## src/rtl/program_sequencer_pkg.sv

```systemverilog
// rtl/program_sequencer_pkg.sv - shared FSM state and hl_sel encodings for program_sequencer
package program_sequencer_pkg;

  typedef enum logic [2:0] {
    S_IDLE   = 3'd0,
    S_CLR    = 3'd1,
    S_INCR   = 3'd2,
    S_WR     = 3'd3,
    S_BRANCH = 3'd4,
    S_CALL   = 3'd5,
    S_RET    = 3'd6,
    S_ACK    = 3'd7
  } state_t;

  localparam logic [1:0] HL_FULL = 2'b00;
  localparam logic [1:0] HL_LOW  = 2'b01;
  localparam logic [1:0] HL_HIGH = 2'b10;
  localparam logic [1:0] HL_NONE = 2'b11;

endpackage

```

## src/rtl/program_sequencer_ret_stack.sv

```systemverilog
// rtl/program_sequencer_ret_stack.sv - LIFO return stack with registered full/empty status
module ret_stack
  import program_sequencer_pkg::*;
#(
  parameter int PA_DATA  = 32,
  parameter int PA_DEPTH = 8
) (
  input  logic               clk,
  input  logic               rst,
  input  logic               push,
  input  logic               pop,
  input  logic [PA_DATA-1:0] din,
  output logic [PA_DATA-1:0] top,
  output logic               full,
  output logic               empty
);

  localparam int AW = $clog2(PA_DEPTH);
  localparam logic [AW:0]   CNT_ONE = (AW+1)'(1);
  localparam logic [AW:0]   CNT_MAX = (AW+1)'(PA_DEPTH);
  localparam logic [AW-1:0] IDX_ONE = AW'(1);

  logic [PA_DATA-1:0] mem [PA_DEPTH];
  logic [AW:0]        count;
  logic [AW-1:0]      wr_idx;
  logic [AW-1:0]      top_idx;

  assign wr_idx  = count[AW-1:0];
  assign top_idx = count[AW-1:0] - IDX_ONE;
  assign top     = mem[top_idx];

  // Storage is not reset; only the occupancy count and flags are.
  always_ff @(posedge clk) begin
    if (push && !full && !rst) begin
      mem[wr_idx] <= din;
    end
  end

  always_ff @(posedge clk) begin
    if (rst) begin
      count <= '0;
      full  <= 1'b0;
      empty <= 1'b1;
    end else if (push && !full) begin
      count <= count + CNT_ONE;
      full  <= (count + CNT_ONE) == CNT_MAX;
      empty <= 1'b0;
    end else if (pop && !empty) begin
      count <= count - CNT_ONE;
      full  <= 1'b0;
      empty <= count == CNT_ONE;
    end
  end

endmodule

```

## src/rtl/program_sequencer.sv

```systemverilog
// rtl/program_sequencer.sv - program counter sequencer with call/return stack and acked operations
module program_sequencer
  import program_sequencer_pkg::*;
#(
  parameter int PA_DATA    = 32,
  parameter int PA_HL      = 2,
  parameter int PA_STEP    = 1,
  parameter int PA_DEPTH   = 8,
  parameter int PA_RST_VEC = 0
) (
  input  logic               clk,
  input  logic               rst,
  input  logic [PA_DATA-1:0] data_in,
  input  logic [PA_HL-1:0]   hl_sel,
  input  logic               reg_clr,
  input  logic               pc_ret,
  input  logic               pc_call,
  input  logic               pc_branch,
  input  logic               pc_incr,
  input  logic               reg_wr,
  output logic [PA_DATA-1:0] data_out,
  output logic               reg_wr_ack,
  output logic               stk_err,
  output logic               stk_full,
  output logic               stk_empty
);

  localparam logic [PA_DATA-1:0] STEP_C = PA_DATA'(PA_STEP);
  localparam logic [PA_DATA-1:0] RST_C  = PA_DATA'(PA_RST_VEC);

  state_t             state;
  logic [PA_DATA-1:0] op_data;
  logic [PA_HL-1:0]   op_hl;
  logic               err_pend;
  logic               stk_push;
  logic               stk_pop;
  logic [PA_DATA-1:0] stk_top;

  // Stack control comes from registered state only, never straight from strobes.
  assign stk_push = (state == S_CALL) && !stk_full;
  assign stk_pop  = (state == S_RET) && !stk_empty;

  ret_stack #(
    .PA_DATA  (PA_DATA),
    .PA_DEPTH (PA_DEPTH)
  ) u_ret_stack (
    .clk   (clk),
    .rst   (rst),
    .push  (stk_push),
    .pop   (stk_pop),
    .din   (data_out + STEP_C),
    .top   (stk_top),
    .full  (stk_full),
    .empty (stk_empty)
  );

  always_ff @(posedge clk) begin
    if (rst) begin
      state      <= S_IDLE;
      data_out   <= RST_C;
      reg_wr_ack <= 1'b0;
      stk_err    <= 1'b0;
      err_pend   <= 1'b0;
      op_data    <= '0;
      op_hl      <= '0;
    end else begin
      reg_wr_ack <= 1'b0;
      stk_err    <= 1'b0;
      case (state)
        S_IDLE: begin
          // Operand is latched every idle cycle; the accepting edge holds it.
          op_data  <= data_in;
          op_hl    <= hl_sel;
          err_pend <= 1'b0;
          if (reg_clr)        state <= S_CLR;
          else if (pc_ret)    state <= S_RET;
          else if (pc_call)   state <= S_CALL;
          else if (pc_branch) state <= S_BRANCH;
          else if (pc_incr)   state <= S_INCR;
          else if (reg_wr)    state <= S_WR;
        end
        S_CLR: begin
          data_out <= RST_C;
          state    <= S_ACK;
        end
        S_INCR: begin
          data_out <= data_out + STEP_C;
          state    <= S_ACK;
        end
        S_BRANCH: begin
          data_out <= data_out + op_data;
          state    <= S_ACK;
        end
        S_WR: begin
          case (op_hl[1:0])
            HL_FULL: data_out <= op_data;
            HL_LOW:  data_out[15:0] <= op_data[15:0];
            HL_HIGH: data_out[PA_DATA-1:16] <= op_data[PA_DATA-1:16];
            default: data_out <= data_out;
          endcase
          state <= S_ACK;
        end
        S_CALL: begin
          if (!stk_full) data_out <= op_data;
          else           err_pend <= 1'b1;
          state <= S_ACK;
        end
        S_RET: begin
          if (!stk_empty) data_out <= stk_top;
          else            err_pend <= 1'b1;
          state <= S_ACK;
        end
        S_ACK: begin
          reg_wr_ack <= 1'b1;
          stk_err    <= err_pend;
          state      <= S_IDLE;
        end
        default: state <= S_IDLE;
      endcase
    end
  end

endmodule

```

## config.mk

```make
export PLATFORM = sky130hd
export DESIGN_NAME = program_sequencer
export DESIGN_NICKNAME = d
export VERILOG_FILES = /design/src/rtl/program_sequencer_pkg.sv /design/src/rtl/program_sequencer_ret_stack.sv /design/src/rtl/program_sequencer.sv
export SDC_FILE = /design/constraint.sdc
export NUM_CORES = 1
export LEC_CHECK = 0
export CORE_ASPECT_RATIO = 1.5
export CORE_MARGIN = 2
export CORE_UTILIZATION = 25
export CTS_CLUSTER_DIAMETER = 150
export CTS_CLUSTER_SIZE = 14
export DETAILED_ROUTE_END_ITERATION = 10
export PLACE_DENSITY_LB_ADDON = 0.3
export SYNTH_ARGS = -nofsm -noshare
export SYNTH_HDL_FRONTEND = slang
export SYNTH_SLANG_ARGS = --single-unit
```

## constraint.sdc

```tcl
create_clock -name clk -period 6.05 [get_ports clk]
set_clock_uncertainty 0.1 [all_clocks]
set_input_delay 1.815 -clock clk [delete_from_list [all_inputs] [get_ports clk]]
set_output_delay 1.815 -clock clk [all_outputs]
set_load 0.05 [all_outputs]
```

==> results.toml <==
[status]
status = "finished, final reports clean"

[logic_synthesis]
synth_most_common_cell = "edfxtp_1"
ys_warn_count = 0
synth-xor-area-share_pct = 3.501
synthMuxAreaShare_pct = 9.746
synth_compound_area_share_pct = 11.46
ys_seq_area_share_pct = 59.64
yosys.area_share.adder_pct = 3.033
synth_edf_count = 256
syn_avg_cell_area_um2 = 12.65
synthesis.area_um2 = 15510
async_flop_share_pct = 0
synth_simple_gate_area_share_pct = 10.34
syn_nets = 1305
synth_top_area_share_pct = 49.57
yosys-top-cells-count = "256 x edfxtp_1, 183 x nand2_1, 107 x a21oi_1, 78 x dfxtp_1, 67 x nor2_1"
synth_top_family_by_area = "compound AO/OA/AOI/OAI gates"
synthCells = 1226
synth_area_leaders = "edfxtp_1 50%, dfxtp_1 10%, mux4_2 9.3%"
ys_seq_elements = 334
synthDistinctLibCells = 71
ys.flop_type = "edfxtp_1"
synth_top_cell_by_area = "edfxtp_1"

[clocking]
clk_pin_slew_ns = 0.06
cts_sinks = 334
cts_buffer_depth = 3
cts-buffers-inserted = 27
htreeDepth = 1
clockRootBuffer = "clkbuf_16"
postCtsSetupBuffers = 0
insertion_delay_ns = 0.57
cts_resized = 0
cts_hold_buf = 0
cts_tree = "done"

[cells_and_area]
fin_area_um2 = 18070
area.growth.synth_to_final_pct = 16.53
drive_gt1_share_pct = 11.82
fin_util_pct = 29.51
fillers = 6165
final_nets = 1371

[drt]
avgRoutedWirePerCell_um = 20.88
drt_iter0_markers = 671
drc = 0
ant_nets = 0
drt_first_pass_iters = 5
vias = 10240
vias_per_cell = 4.868
routed_wl_mm = 43.91

[critical_path]
crit_family = "buffers and inverters"
rr_worst_depth = 10
cp_cell_sequence = "clkdlybuf4s50_1"
cp.required_ns = 4.14
path_max_fanout = 6
crit_buf_inv = 1
worst_setup_path_start_kind = "register"
crit_path_end_kind = "output port"
r2r_start = "u_ret_stack.count[0]"
path_class = "reg -> out"
cpPeakStageDelay_ns = 0.91
crit_arrival_ns = 2.08
reg2reg_slack_ns = 2.42
crit_slowest_cell = "clkdlybuf4s50_1"
r2r_end = "data_out[7]"

[die]
num_rows = 111
die_w_um = 207.4
dieArea_um2 = 64080
die_y_um = 309.0
start_util_pct = 25.32
fp.coreArea_um2 = 61250
io_pins = 78

[sta]
setup_tns_ns = 0
fmax_mhz = 250.0
finalSetupViolations = 0
rsz0062_at_grt = "false"
fin_crit_sh_pct = 66.12
tightestPinTransition_ns = 1.038
finalHoldViolCount = 0
fin_crit_ns = 4.000
relSlewSlack_pct = 30.43
maxSlewViolCount = 0
holdWs_ns = 0.3850

[hold_path]
hold_start = "op_data[6]"
hold_path_depth = 2
min_delay_worst_endpoint = "op_data[6]"
min_path_type = "reg -> reg"

[power_and_ir_drop]
p_leak_nw = 6.094
netSwitchingFraction_pct = 26.95
total_power_mw = 5.008
comb_power_share_pct = 14.8
powerDensity_nw_per_um2 = 277.1
sequentialPowerShare_pct = 52.3
clkPwrFrac_pct = 32.8
p_switching_mw = 1.350
intPower_mw = 3.659
vdd_ir_drop_max_v = 0.0001902

[grt]
antenna_found_initial = 0
grt_util_all_layers_pct = 13.39
grt_max_degree = 61
grt_pass1_vias = 10470
grt_pass1_wl_mm = 65.83
gr-total-overflow = 0

[placed_design]
port-buffer-count = 77
hpwl_mm = 30.96
placed_area_um2 = 17310
place.gp.congestion = 0.8139

[flow_run]
drv_cap = 0
metal layers:
layer	vias up	GRT usage (%)	routed length (µm)
met3	68	1.299	1425
met2	217	25.56	23540
met1	5167	15.48	17650
li1	4785	-	-
met5	-	0	0
met4	0	4.701	1295
registers in the layout, indices dropped and copies added (netlist names):
register / flops
stk_err: 1
u_ret_stack.count: 4
op_hl: 2
reg_wr_ack: 1
data_out: 32
u_ret_stack.full: 1
state: 3
u_ret_stack.mem: 256
err_pend: 1
u_ret_stack.empty: 1
op_data: 32
worst max path at each step:
stage	startpoint	end	slack, ns	cells past startpoint
finish	u_ret_stack.full	stk_full	2.05	1
global route	u_ret_stack.empty	stk_empty	2.00	1
CTS	u_ret_stack.full	stk_full	2.04	1
detailed placement	rst	u_ret_stack.mem[7][28]	2.20	5
global placement	rst	u_ret_stack.mem[7][24]	2.22	5
floorplan	rst	u_ret_stack.mem[0][0]	0.15	4
per-stage QoR:
step / instances / setup slack (ns)
final: 2103 / 2.050
after global routing: 2102 / 2.004
after CTS: 2102 / 2.038
after detailed placement: 2054 / 2.195
after global placement: 2054 / 2.219
after floorplan: 1226 / 0.1542
final cells by class:
cell class,count,area (µm²),area share (%)
flip-flops and latches,334,9253,51.20
multi-input cells,803,5988,33.13
repair buffers,107,1003,5.552
well taps,791,989.7,5.476
clock buffers,48,764.5,4.230
inverters,19,71.32,0.3946
diodes,1,2.502,0.01385
cells by family (layout without fill, tap and decap cells):
logic type | count (synthesis) | after routing
and+or+nand+nor | 360 | 360
xor gates and xnor gates | 62 | 62
buffers and inverters | 89 | 174
adders and majority gates | 37 | 37
DFF | 334 | 334
AOI/OAI and AO/OA | 273 | 273
muxes | 71 | 71
other | 0 | 1
cells in the final DEF (no fill, tap or decap), types with 15 or more instances in the layout:
cell type,instances
edfxtp_1,256
nand2_1,183
a21oi_1,107
dfxtp_1,77
clkdlybuf4s50_1,76
nor2_1,65
mux4_2,64
o21ai_0,39
xnor2_1,38
ha_1,35
nand3_1,31
buf_4,29
clkbuf_16,27
a21o_1,23
xor2_1,22
clkbuf_1,20
inv_1,19
a221oi_1,17
nand4_1,15
nor3_1,15
power groups by stage:
stage / registers, mW / logic (mW) / clock network, mW
global route: 2.63 / 0.806 / 1.77
global placement: 2.67 / 0.741 / 0
finish: 2.62 / 0.742 / 1.64
CTS: 2.62 / 0.750 / 1.70
floorplan: 2.69 / 0.451 / 0
detailed placement: 2.67 / 0.747 / 0
Power figures use the tool's default switching activity.
==> patch: new RTL, same settings <==
Register the output `stk_err` once more, cleared by the reset; this adds one clock of latency there. The other outputs are not delayed to match.
--- a/src/rtl/program_sequencer.sv
+++ b/src/rtl/program_sequencer.sv
@@ -27,6 +27,8 @@
 
   localparam logic [PA_DATA-1:0] STEP_C = PA_DATA'(PA_STEP);
   localparam logic [PA_DATA-1:0] RST_C  = PA_DATA'(PA_RST_VEC);
+
+  logic stk_err_s0;
 
   state_t             state;
   logic [PA_DATA-1:0] op_data;
@@ -59,13 +61,13 @@
       state      <= S_IDLE;
       data_out   <= RST_C;
       reg_wr_ack <= 1'b0;
-      stk_err    <= 1'b0;
+      stk_err_s0 <= 1'b0;
       err_pend   <= 1'b0;
       op_data    <= '0;
       op_hl      <= '0;
     end else begin
       reg_wr_ack <= 1'b0;
-      stk_err    <= 1'b0;
+      stk_err_s0 <= 1'b0;
       case (state)
         S_IDLE: begin
           // Operand is latched every idle cycle; the accepting edge holds it.
@@ -112,7 +114,7 @@
         end
         S_ACK: begin
           reg_wr_ack <= 1'b1;
-          stk_err    <= err_pend;
+          stk_err_s0 <= err_pend;
           state      <= S_IDLE;
         end
         default: state <= S_IDLE;
@@ -120,5 +122,13 @@
     end
   end
 
+  always_ff @(posedge clk) begin
+    if (rst) begin
+      stk_err <= '0;
+    end else begin
+      stk_err <= stk_err_s0;
+    end
+  end
+
 endmodule
 
Check against the original RTL: not equivalent (Yosys sat finds a counterexample within 4 cycles, from zero or initial values and one cycle with rst high).
==> patch against the unedited design <==
  * Hold slack got worse by 0.025 ns
  * Non-clock buffer count decreased by 8
  * Synthesized area decreased by 0.37%
  * Power decreased by 1.5%
  * Count of clock-buffer cells in the layout unchanged
  * Worst setup slack got worse by 0.043 ns
  * Utilization decreased by 0.076 points
  * Final area decreased by 0.48%
  * Via count decreased by 1.6%
  * Synthesized cell count decreased by 5.1%
  * Sequential cell count increased by 1
  * Wire length increased by 0.19%
  * Critical endpoint is now data_out[30]
  * Largest cell class unchanged
  * Largest power group unchanged
  * Highest routed layer unchanged
==> patch: results (changes against the unedited design) <==
drtIter0Drc: 758  # +13%
num_antenna_cells: 0  # -1
relSlewSlack_pct: 5.57  # -25 points
fmax_mhz: 247  # -1.1%
ys_types: 63  # -11%
hold_start: "op_hl[1]$_SDFFE_PP0N_"
antenna_found_initial: 1  # +1
wirelength_um: 44000  # +0.19%
routed-via-count: 10100  # -1.6%
grt_max_degree: 47  # -23%
fin_nets: 1307  # -4.7%
vdd_ir_drop_max_mv: 0.178  # -6.2%
gp_congestion: 0.818  # +0.48%
slowest_stage: "clkdlybuf4s50_1"
r2r_cells: 8  # -2
ys_seq_area_share_pct: 60.0  # +0.35 points
r2r-end: "data_out[13]$_SDFFE_PP0P_"
status: "complete, no violations"
yosys-top-cells-count: "edfxtp_1, nand2_1, a21oi_1, dfxtp_1, nor2_1"
clk_pin_slew_worst_paths_ns: 0.08  # +0.02 ns
holdWs_ns: 0.360  # -0.0253 ns
whs_endpoint: "op_hl[1]$_SDFFE_PP0N_"
synthTopCellsByArea: "edfxtp_1, dfxtp_1, mux4_2"
synth_edf_count: 256  # unchanged
hpwl_um: 30700  # -0.96%
grt_pass1_wl_um: 65600  # -0.29%
arrival_ns: 2.13  # +0.05 ns
reg2reg_slack_ns: 2.37  # -0.05 ns
drive_gt1_share_pct: 12.4  # +0.59 points
p_leak_nw: 6.04  # -0.82%
num-fill-cells: 6161  # -0.065%
placed_area_um2: 17200  # -0.51%
dpl.cell_count: 1990  # -3.1%
postSynthCellCount: 1164  # -5.1%
synthArstFlopShare_pct: 0  # unchanged
avgViaCountPerCell: 4.94  # +1.5%
==> patch: cell count changes after synthesis, sizes merged, moves of 5 or more <==
| cell | change |
|---|---|
| nand2 | -53 |
| a21oi | -28 |
| mux2 | +14 |
| mux2i | +14 |
| o21ai | +12 |
| a221oi | -11 |
| a222oi | +11 |
| nor2 | +9 |
| buf | -7 |
| nand3 | -7 |
| inv | -6 |
| a211oi | -5 |
| o211ai | -5 |
==> patch: cell type report <==
cell class                      instances  share of cell area, %
Sequential cell                       335                   51.6
Multi-Input combinational cell        752                   33.2
Tap cell                              791                   5.50
Timing Repair Buffer                   99                   5.18
Clock buffer                           48                   4.20
Inverter                               13                  0.271
Clock inverter                          2                 0.0696
==> patch: per-layer routing <==
layer	GRT usage, %	part of all wire (%)	vias up
li1	-	-	4608
met1	16.6	40	5121
met2	25.0	52	266
met3	1.25	3.7	82
met4	5.49	3.7	0
met5	0	0	-
==> patch: kinds of logic after synthesis <==
kind of cell	Yosys count	share of synthesized area, %
DFF	335	60.0
and+or+nand+nor	312	9.21
AOI/OAI and AO/OA	242	10.6
muxes	99	11.7
buffers and inverters	77	1.95
xor gates and xnor gates	62	3.51
adders and majority gates	37	3.04
==> patch: worst max path at each step <==
stage	from	endpoint	slack (ns)	cells past startpoint
after floorplan	rst	u_ret_stack.mem[0][0]$_DFFE_PP_	1.06	2
after global placement	rst	u_ret_stack.mem[6][24]$_DFFE_PP_	2.06	3
after detailed placement	rst	u_ret_stack.mem[7][24]$_DFFE_PP_	2.04	3
after CTS	data_out[27]$_SDFFE_PP0P_	data_out[27]	1.95	1
after global routing	data_out[27]$_SDFFE_PP0P_	data_out[27]	1.92	1
final	data_out[30]$_SDFFE_PP0P_	data_out[30]	2.01	1
==> patch: metrics by stage <==
stage	setup slack (ns)	power, mW
2_1_floorplan	1.06	3.09
3_3_place_gp	2.06	3.35
3_5_place_dp	2.04	3.35
4_1_cts	1.95	5.00
5_1_grt	1.92	5.12
6_report	2.01	4.94
==> patch: power breakdown <==
group	leakage [nW]	internal [mW]	total, mW	switching (mW)
Combinational	2.67	0.270	0.705	0.435
Clock	0.367	0.841	1.64	0.796
Sequential	3.01	2.52	2.59	0.0688
